--- src/rtl/apb_drp_completer_if.sv ---
// APB bus bundle for apb_drp_completer: requester drives master, completer uses slave.
interface apb_drp_completer_if #(
    parameter int ADDR_WIDTH = 10
);
    logic                  psel;
    logic                  penable;
    logic                  pwrite;
    logic [ADDR_WIDTH-1:0] paddr;
    logic [31:0]           pwdata;
    logic                  pready;
    logic [31:0]           prdata;
    logic                  pslverr;

    modport master (
        output psel, penable, pwrite, paddr, pwdata,
        input  pready, prdata, pslverr
    );

    modport slave (
        input  psel, penable, pwrite, paddr, pwdata,
        output pready, prdata, pslverr
    );
endinterface

--- src/rtl/apb_drp_completer.sv ---
// APB completer serializing one Xilinx DRP op per transfer.
// Optional DRP timeout (missing drp_rdy -> PSLVERR) enabled by defining APB_DRP_COMPLETER_TIMEOUT_EN.
module apb_drp_completer #(
    parameter int ADDR_WIDTH     = 10,
    parameter int DRP_ADDR_WIDTH = 9,
    parameter int TIMEOUT        = 64
) (
    input  logic                      clk,
    input  logic                      rst,
    apb_drp_completer_if.slave        apb,
    output logic                      drp_en,
    output logic                      drp_we,
    output logic [DRP_ADDR_WIDTH-1:0] drp_addr,
    output logic [15:0]               drp_di,
    input  logic [15:0]               drp_do,
    input  logic                      drp_rdy
);

    typedef enum logic [1:0] {
        IDLE,
        ISSUE,
        WAIT,
        RESP
    } state_t;

    state_t state;

`ifdef APB_DRP_COMPLETER_TIMEOUT_EN
    logic [15:0] wait_cnt;
`endif

    logic unused_wdata_hi;
    assign unused_wdata_hi = ^apb.pwdata[31:16];

    always_ff @(posedge clk) begin
        if (rst) begin
            state       <= IDLE;
            apb.pready  <= 1'b0;
            apb.pslverr <= 1'b0;
            apb.prdata  <= '0;
            drp_en      <= 1'b0;
            drp_we      <= 1'b0;
            drp_addr    <= '0;
            drp_di      <= '0;
`ifdef APB_DRP_COMPLETER_TIMEOUT_EN
            wait_cnt    <= '0;
`endif
        end else begin
            case (state)
                IDLE: begin
                    if (apb.psel && apb.penable && !apb.pready) begin
                        if (apb.paddr[0]) begin
                            // misaligned: answer with an error, DRP port untouched
                            apb.pready  <= 1'b1;
                            apb.pslverr <= 1'b1;
                            apb.prdata  <= '0;
                            state       <= RESP;
                        end else begin
                            drp_we   <= apb.pwrite;
                            drp_addr <= apb.paddr[ADDR_WIDTH-1:1];
                            drp_di   <= apb.pwdata[15:0];
                            drp_en   <= 1'b1;
                            state    <= ISSUE;
                        end
                    end
                end
                ISSUE: begin
                    drp_en <= 1'b0;
`ifdef APB_DRP_COMPLETER_TIMEOUT_EN
                    wait_cnt <= '0;
`endif
                    state  <= WAIT;
                end
                WAIT: begin
                    if (drp_rdy) begin
                        apb.prdata  <= drp_we ? 32'h0 : {16'h0, drp_do};
                        apb.pslverr <= 1'b0;
                        apb.pready  <= 1'b1;
                        state       <= RESP;
`ifdef APB_DRP_COMPLETER_TIMEOUT_EN
                    // counter value after this cycle's increment would be TIMEOUT-1,
                    // so pready lands exactly TIMEOUT cycles after drp_en
                    end else if (wait_cnt == 16'(TIMEOUT - 2)) begin
                        apb.prdata  <= '0;
                        apb.pslverr <= 1'b1;
                        apb.pready  <= 1'b1;
                        state       <= RESP;
                    end else begin
                        wait_cnt <= wait_cnt + 16'd1;
`endif
                    end
                end
                RESP: begin
                    apb.pready  <= 1'b0;
                    apb.pslverr <= 1'b0;
                    state       <= IDLE;
                end
                default: state <= IDLE;
            endcase
        end
    end

endmodule

--- src/flat_wrapper.sv ---
// flat-port wrapper written by rule: the top's interface ports become plain ports
module apb_drp_completer_flat 
#(
    parameter int ADDR_WIDTH     = 10,
    parameter int DRP_ADDR_WIDTH = 9,
    parameter int TIMEOUT        = 64
)
  (clk, rst, drp_en, drp_we, drp_addr, drp_di, drp_do, drp_rdy, apb_psel, apb_penable, apb_pwrite, apb_paddr, apb_pwdata, apb_pready, apb_prdata, apb_pslverr);
  apb_drp_completer_if #(.ADDR_WIDTH(ADDR_WIDTH)) apb_i ();
  input  logic clk;
  input  logic rst;
  output logic drp_en;
  output logic drp_we;
  output logic [DRP_ADDR_WIDTH-1:0] drp_addr;
  output logic [15:0] drp_di;
  input  logic [15:0] drp_do;
  input  logic drp_rdy;
  input wire logic [$bits(apb_i.psel)-1:0] apb_psel;
  input wire logic [$bits(apb_i.penable)-1:0] apb_penable;
  input wire logic [$bits(apb_i.pwrite)-1:0] apb_pwrite;
  input wire logic [$bits(apb_i.paddr)-1:0] apb_paddr;
  input wire logic [$bits(apb_i.pwdata)-1:0] apb_pwdata;
  output wire logic [$bits(apb_i.pready)-1:0] apb_pready;
  output wire logic [$bits(apb_i.prdata)-1:0] apb_prdata;
  output wire logic [$bits(apb_i.pslverr)-1:0] apb_pslverr;
  assign apb_i.psel = apb_psel;
  assign apb_i.penable = apb_penable;
  assign apb_i.pwrite = apb_pwrite;
  assign apb_i.paddr = apb_paddr;
  assign apb_i.pwdata = apb_pwdata;
  assign apb_pready = apb_i.pready;
  assign apb_prdata = apb_i.prdata;
  assign apb_pslverr = apb_i.pslverr;
  apb_drp_completer #(.ADDR_WIDTH(ADDR_WIDTH), .DRP_ADDR_WIDTH(DRP_ADDR_WIDTH), .TIMEOUT(TIMEOUT)) u_core (.clk(clk), .rst(rst), .apb(apb_i), .drp_en(drp_en), .drp_we(drp_we), .drp_addr(drp_addr), .drp_di(drp_di), .drp_do(drp_do), .drp_rdy(drp_rdy));
endmodule
--- config.mk ---
export PLATFORM = sky130hd
export DESIGN_NAME = apb_drp_completer_flat
export DESIGN_NICKNAME = d
export VERILOG_FILES = /design/src/rtl/apb_drp_completer_if.sv /design/src/rtl/apb_drp_completer.sv /design/src/flat_wrapper.sv
export SDC_FILE = /design/constraint.sdc
export NUM_CORES = 1
export LEC_CHECK = 0
export ABC_AREA = 1
export CAP_MARGIN = 20
export CORE_MARGIN = 2
export CORE_UTILIZATION = 34
export CTS_CLUSTER_DIAMETER = 200
export DETAILED_ROUTE_END_ITERATION = 10
export PLACE_DENSITY = 0.77
export SYNTH_ARGS = -nofsm -noshare
export SYNTH_HDL_FRONTEND = slang
export SYNTH_SLANG_ARGS = --single-unit
--- constraint.sdc ---
create_clock -name clk -period 1.3 [get_ports clk]
set_input_delay 0.26 -clock clk [delete_from_list [all_inputs] [get_ports clk]]
set_output_delay 0.26 -clock clk [all_outputs]
set_load 0.05 [all_outputs]
* Word-level counts from Yosys, hierarchy flattened
Index checks and enable logic that the tools add are counted.
** Operators by class
- Add/sub/neg operators :: 0
- $mul :: 0
- Divide/modulo/power cells :: 0
- Order comparisons :: 0
- Equal/unequal tests :: 7
- Shifts and indexed selects :: 0
- Muxes and demuxes :: 18
- Bitwise logic cells :: 1
- Reductions and logical operators :: 12
** Operators by type and width (number)
- two-way mux 32 bit :: 3
- case mux 32 bit (2 select lines) :: 1
- two-way mux 16 bit :: 1
- case mux 2 bit (4 select lines) :: 1
- AND reduction 4 bit :: 2
- two-way mux 1 bit :: 6
- two-way mux 2 bit :: 3
- != test 2 bit (second input constant) :: 3
- case mux 1 bit (3 select lines) :: 2
- AND reduction 3 bit :: 2
- equality test 2 bit (second input constant) :: 2
- nonzero test 2 bit :: 2
- nonzero test 3 bit :: 1
- equality test 2 x 1 -> 1 bit (second input constant) :: 1
- logical AND 1 bit :: 2
- logical NOT 2 bit :: 1
- != test 2 x 1 -> 1 bit (second input constant) :: 1
- case mux 1 bit (2 select lines) :: 1
- AND reduction 2 bit :: 1
- logical NOT 1 bit :: 1
- NOT 1 bit :: 1
** Storage, ports and cells
- Register bits after elaboration :: 63
- Bits in latches :: 0
- Memory bits (writable) :: 0
- ROM bits :: 0
- Bits of input ports :: 64
- Output and inout port bits :: 61
- Logic and storage cells :: 46
- Memories :: 0

* Depth between registers and ports, before layout
- Depth after elaboration :: 4
- Depth in mapped cells :: 9
- Gate-level depth less buffers :: 9

* Worst setup path before layout
OpenSTA, ideal clock, no wires.
- Path type :: register to register
- From :: register u_core.state[0]
- To :: register u_core.apb.prdata[5]
- Library setup time :: 115 ps
- Arrival time :: 1341 ps
- Data required time :: 1185 ps
- Setup slack :: -156 ps
- Cell stages (with the launch flop) :: 10
- Path buffers :: 1
- Clock period less this slack :: 1456 ps
- Path through :: dfxtp_1 > inv_1 > ha_1 > nand2_1 > nand2_2 > nor2_4 > buf_6 > nand3_1 > nand2_1 > nor2_2
** Between the ends
- Longest elaborated chain between the ends :: 3
- Elaborated cells between the ends (all ways) :: 8
- Classes of those cells :: eq/ne (4); mux (1); reduce/logical (3)
** Ends and longest elaborated chain
- start, declared :: line apb_drp_completer.sv:26 : state_t state;
- start signal, assigned :: line apb_drp_completer.sv:37 : state <= IDLE;
- start signal, assigned :: line apb_drp_completer.sv:57 : state <= RESP;
- start signal, assigned :: line apb_drp_completer.sv:63 : state <= ISSUE;
- equality test 2 bit or logical NOT 2 bit (tied branches) :: line apb_drp_completer.sv:49 : case (state)
- != test 2 bit (no line) (tied with other cells)
- AND reduction 4 bit (no line)
- end signal, assigned :: line apb_drp_completer.sv:76 : apb.prdata <= drp_we ? 32'h0 : {16'h0, drp_do};
- end, declared :: line apb_drp_completer_if.sv:21 : output pready, prdata, pslverr
Several ways; a longest one is shown, not always the timed one.
A chain may end at the register's enable or synchronous reset.

* Worst setup path in the final report
- From :: register u_core.state[0]
- To :: register u_core.apb.prdata[6]
Same word-level chain as after synthesis.

==> flow_summary.json <==
{
  "grt_pass1_vias": 2183,
  "cp_cell_sequence": "inv_4 > ha_4 > nand2_4 > nand2_4 > nor2_4 > buf_12 > nand2_8 > nand2_2 > nand2_1 > nor2_1",
  "numPortBuffers": 92,
  "wl_um": 6210,
  "placed_area_mm2": 0.00369,
  "cts_tree": "yes",
  "die_w_um": 84.4,
  "crit_top_cell": "nand2_4",
  "grtUsageMet3_pct": 6.39,
  "fmax_mhz": 722,
  "synth_area_per_cell_um2": 7.37,
  "gp_congestion": 0.810,
  "dp_hpwl_um": 4260,
  "slew_viol_final": 0,
  "p_leak_nw": 1.80,
  "cp_num_buf_inv": 2,
  "crit_family": "simple AND/OR/NAND/NOR gates",
  "grt_max_degree": 30,
  "yosysWarnings": 0,
  "crit_path_start_kind": "register",
  "cts_buffers": 5,
  "crit_path_end_kind": "register",
  "worstPathArrival_ns": 1.61,
  "finish.instance_area_mm2": 0.00419,
  "drive_gt1_share_pct": 34.2,
  "vias": 2151,
  "cts-root-buf": "clkbuf_8",
  "grt.total_usage_pct": 16.7,
  "power_density_mw_per_mm2": 2190,
  "slowest_stage": "dfxtp_2",
  "min_path_type": "register to register",
  "antenna_found_initial": 0,
  "power_mw": 9.16,
  "ios": 125,
  "cts_buffer_depth": 2,
  "gr-total-overflow": 0,
  "critical-path-max-stage-delay_ns": 0.36,
  "antennaDiodeCount": 0,
  "seq_area_frac_synth_pct": 42.8,
  "top_usage_layer": "met2",
  "postRouteAntennaNets": 0,
  "clock_latency_ns": 0.30,
  "die_area_mm2": 0.00712,
  "setup_slack_ns": -0.0848,
  "peakVddDrop_mv": 1.36,
  "die_h_um": 84.4,
  "use_met1_pct": 18.2,
  "htree_levels": 2,
  "crit_type": "register to register",
  "grt_pass1_wl_um": 9840,
  "period_minus_slack_ns": 1.38,
  "drt-vias-per-instance": 4.45,
  "crit_fanout": 7,
  "status": "finished, violations left",
  "num-nets-final": 475,
  "hold_viol": 0,
  "min_period_over_period_pct": 107,
  "synthCells": 298,
  "cts.sinks": 47,
  "ys_types": 25,
  "initialDrtViolationCount": 44,
  "clkTransAtPathRegs_ns": 0.09,
  "core_mm2": 0.00631,
  "synth.cell_area_mm2": 0.00220,
  "grt_setup_unrepaired": "true",
  "initial_core_util_pct": 34.8,
  "wl_per_cell_um": 12.8,
  "failed_checks": "setup timing",
  "skew_ns": 0.0136,
  "use_met2_pct": 31.0,
  "ys_ff_latch": 47,
  "final-setup-viol-count": 21,
  "syn_to_final_growth_pct": 90.5,
  "drc": 0,
  "rows": 29,
  "required_ns": 1.53,
  "drt_first_pass_iters": 4,
  "drv_cap": 0
}
[flip-flops by register name (all words and copies together), names as in the netlist]
register / count
u_core.apb.prdata: 16
u_core.drp_di: 16
u_core.drp_addr: 9
u_core.state: 2
u_core.apb.pready: 1
u_core.apb.pslverr: 1
u_core.drp_en: 1
u_core.drp_we: 1
[repair_timing]
item                                    in CTS  in global routing
setup buffers                                5                  2
pin swaps                                    6                 14
gates cloned                                 2                  2
gates resized for setup                     28                 52
hold buffers                                 0                  0
endpoints found under the setup margin      43                 45
[tightest hold or removal path, cell delays in order (launching register included)]
cell     delay [ns]
dfxtp_1        0.34
nor2_1         0.10
nor2_1         0.05
[cell type report]
| cell class | count | area, um^2 |
|---|---|---|
| clock buffer | 6 | 72.6 |
| clock inverter | 2 | 60.1 |
| fill | 499 | 2130 |
| inverter | 18 | 85.1 |
| multi-input combinational | 219 | 1220 |
| sequential | 47 | 947 |
| tap | 77 | 96.3 |
| timing repair buffer | 114 | 1700 |
[synth_stat cells]
cell type / count / area [um^2]
nor2_1: 96 / 360
dfxtp_1: 47 / 941
nand2_1: 41 / 154
o21ai_0: 22 / 110
buf_4: 17 / 128
inv_1: 15 / 56.3
nand3_1: 15 / 75.1
buf_6: 6 / 67.6
ha_1: 6 / 75.1
nand2_2: 6 / 37.5
o21ai_1: 4 / 20.0
nor2_2: 3 / 18.8
nor2_4: 3 / 33.8
a21oi_1: 2 / 10.0
buf_2: 2 / 10.0
clkbuf_1: 2 / 7.51
inv_2: 2 / 7.51
nand3_2: 2 / 20.0
clkbuf_4: 1 / 7.51
clkbuf_8: 1 / 13.8
clkinv_1: 1 / 3.75
conb_1: 1 / 3.75
nand2_4: 1 / 11.3
nor2_8: 1 / 20.0
nor3_1: 1 / 5.00
[cells by family (layout without fill, tap and decap cells)]
group / after synthesis / after routing / share of synthesized area (%)
fa+ha+maj: 6 / 6 / 3.42
other cells: 1 / 16 / 0.171
buf+inv: 47 / 140 / 13.7
compound gates: 28 / 28 / 6.38
flops: 47 / 47 / 42.8
simple gates: 169 / 169 / 33.5
[stage by stage]
step                util, %  std cells  setup TNS, ns  hold slack (ns)  setup slack [ns]
global route           66.3        483          -3.44            0.546            -0.166
floorplan                 -        313        -0.0850            0.322           -0.0202
detailed placement     58.4        466         -13.32            0.515            -0.351
global placement       58.4        466         -11.72            0.512            -0.290
CTS                    63.9        481          -1.21            0.528           -0.0792
finish                 66.3        483         -0.744            0.523           -0.0848
[per-layer routing]
layer / share of wire, % / vias to the layer above
met2: 52 / 74
met5: 0 / -
li1: - / 1097
met1: 39 / 974
met3: 7.9 / 6
met4: 0.92 / 0
[power breakdown]
part / leakage, nW / switching, mW / internal, mW
logic: 1.35 / 2.94 / 2.65
registers: 0.385 / 0.451 / 1.85
clock network: 0.0654 / 0.500 / 0.769
total: 1.80 / 3.89 / 5.27
[cell usage in the layout (no fill, tap or decap), types with 2 or more instances in the layout]
cell type,netlist,routed
ha_4,0,3
nand3_1,15,10
nand2_1,41,38
nor2_2,3,15
inv_4,0,2
a21oi_1,2,2
nor2_1,96,83
nand3_2,2,7
buf_4,17,9
clkbuf_16,0,2
ha_1,6,3
o21ai_1,4,7
dfxtp_1,47,44
nand2_2,6,5
bufinv_16,0,2
o21ai_2,0,18
conb_1,1,16
clkdlybuf4s50_1,0,47
dfxtp_2,0,2
clkbuf_8,1,5
nor2_4,3,4
inv_1,15,13
nand2_8,0,2
nand2_4,1,3
buf_12,0,55
[path summary, 6_finish.rpt]
check                       start                   end  slack (ns)  depth (start not counted)
min reg2reg  u_core.apb.prdata[1]  u_core.apb.prdata[1]        0.52                          2
min          u_core.apb.prdata[1]  u_core.apb.prdata[1]        0.52                          2
max reg2reg       u_core.state[0]  u_core.apb.prdata[6]       -0.08                         10
max               u_core.state[0]  u_core.apb.prdata[6]       -0.08                         10
(Power assumes the default switching activity.)
==> variant: new RTL, same flow settings <==
Make the reset (`rst`) asynchronous in one clocked block.
--- a/src/rtl/apb_drp_completer.sv
+++ b/src/rtl/apb_drp_completer.sv
@@ -32,7 +32,7 @@
     logic unused_wdata_hi;
     assign unused_wdata_hi = ^apb.pwdata[31:16];
 
-    always_ff @(posedge clk) begin
+    always_ff @(posedge clk or posedge rst) begin
         if (rst) begin
             state       <= IDLE;
             apb.pready  <= 1'b0;
Function: differs if rst is asserted again (counterexample within 4 cycles, from zero or initial values and one cycle with rst high); with rst held inactive, the same outputs for 10 cycles.
==> variant against the unedited design <==
  * The flow still finishes with violations (setup timing)
  * Total power increased by 39%
  * Final cell count down 1.4%
  * Wire length increased by 13%
  * Worst setup slack got worse by 0.024 ns
  * Cell area rose by 4.7%
  * Hold slack lost 0.29 ns
  * Sequential cell count unchanged
  * Clock skew shrank 0.0032 ns
  * Synthesized area increased by 4.6%
  * Fmax decreased by 1.7%
  * Largest power group unchanged
==> variant: results <==
group,metric,value,unit
status,status,"finished with violations",
status,violations,"setup timing",
placement,place_ws,-0.306,ns
placement,place_area,3850,um^2
placement,portBuffers,92,
synth,synth-xor-area-share,0,%
power_and_ir_drop,power_leakage,2.18,nW
clock_network,cts_root_buf,"clkbuf_8",
synth,async_reset_ff_share,100,%
setup_path,r2r-end,"u_core.drp_di[2]",
placement,dp_hpwl,4410,um
setup_path,slowest_delay,0.40,ns
synth,synth-seq-area-share,51.2,%
setup_path,critPathTopFamily,"buffers and inverters",
power_and_ir_drop,pwr-share-comb,68.3,%
synth,yosys-top-cells-count,"nand2_1, dfrtp_1, inv_1",
synth,synth.area.top_cells,"dfrtp_1, nand2_1, buf_4, nand4_1, inv_1",
power_and_ir_drop,finalPower,0.0127,W
timing,setup-tns-final,-3.62,ns
synth,ys_warn_count,0,
global_routing,grt_pass1_vias,2153,
route,routedWlPerCell,14.7,um
global_routing,grt_antenna_before_repair,0,
power_and_ir_drop,p_int,0.00675,W
timing,finalSetupViolCount,44,
global_routing,grt_first_pass_wirelength,10100,um
global_routing,gr-usage-all-layers,16.9,%
setup_path,crit_arrival,1.65,ns
final_layout,final_cells,476,
setup_path,crit_slowest_cell,"dfrtp_1",
setup_path,r2r_start,"u_core.state[0]",
synth,avgSynthCellArea,8.18,um^2
route,drt_iter0_drc,81,
route,num_vias,2256,
final_layout,antenna_cells,0,
synth,synth-adder-area-share,3.27,%
setup_path,reg2reg_depth,8,
timing,final.setup.worst_slack,-0.109,ns
route,dr.pass1.iters,4,
global_routing,grt_max_degree,31,
final_layout,reg.largest.list,"u_core.apb.prdata x16, u_core.drp_di x16, u_core.drp_addr x9",
power_and_ir_drop,ir_drop,1.67,mV
synth,synth_cell_types,20,
synth,synth_flop_cell,"dfrtp_1",
timing,worst_clock_skew,0.0104,ns
worst_hold_path,min-delay-path-class,"input pin to async pin",
placement,gp_congestion,0.814,
final_layout,final_nets,468,
placement,dpl.cell_count,456,
synth,synth_compound_area_share,1.31,%
power_and_ir_drop,pg_clk,0.000967,W
setup_path,cp_max_fo,6,
clock_network,clock_latency,0.30,ns
final_layout,drive_gt1_share,36.8,%
-- variant: changes by cell type in the layout (fill, tap and decap cells not counted), sizes merged, moves of 18 or more --
cell   unedited run  this run
nand2            48       126
dfrtp             0        47
o21ai            26         4
nand4             0        18
nor2            103        21
dfxtp            47         0
-- variant: worst max-delay path by stage --
stage                     depth (start not counted)       startpoint  slack (ns)                     to
after floorplan                                   8  u_core.state[1]       -0.02     u_core.drp_addr[0]
after global placement                            6         apb_psel       -0.25  u_core.apb.prdata[11]
after detailed placement                          6         apb_psel       -0.31  u_core.apb.prdata[10]
after CTS                                         7  u_core.state[0]       -0.08     u_core.drp_addr[6]
after global routing                              8  u_core.state[0]       -0.18       u_core.drp_di[2]
final                                             8  u_core.state[0]       -0.11       u_core.drp_di[2]
-- variant: repair_timing --
action,in CTS,in global routing
pin swaps,2,23
cloned,1,7
hold endpoints to repair,0,0
endpoints found under the setup margin,45,47
resized for setup,13,58
buffers inserted,3,2
-- variant: area by class of cell --
class,instances,area (um^2)
clock buffer,7,96.3
clock inverter,1,7.51
fill,479,2080
inverter,26,101
multi-input combinational,197,1130
sequential,47,1180
tap,77,96.3
timing repair buffer,121,1770
-- variant: routing by layer --
layer  part of all wire (%)  track usage (%)
met5                      0                0
met4                   0.94             3.98
met3                    4.8             2.76
met2                     53             28.8
met1                     41             22.6
-- variant: cells by family (layout without fill, tap and decap cells) --
kind of cell | count (synthesis) | after routing
flip-flops | 47 | 47
other | 1 | 16
buffers and inverters | 53 | 155
adder cells (fa/ha/maj) | 6 | 6
AO/OA/AOI/OAI | 6 | 6
AND/OR/NAND/NOR | 168 | 169
-- variant: through the flow --
stage	hold slack [ns]	util, %
CTS	0.235	62.4
finish	0.234	67.8
detailed placement	0.526	59.6
global route	0.232	67.8
floorplan	0.283	-
global placement	0.518	59.6
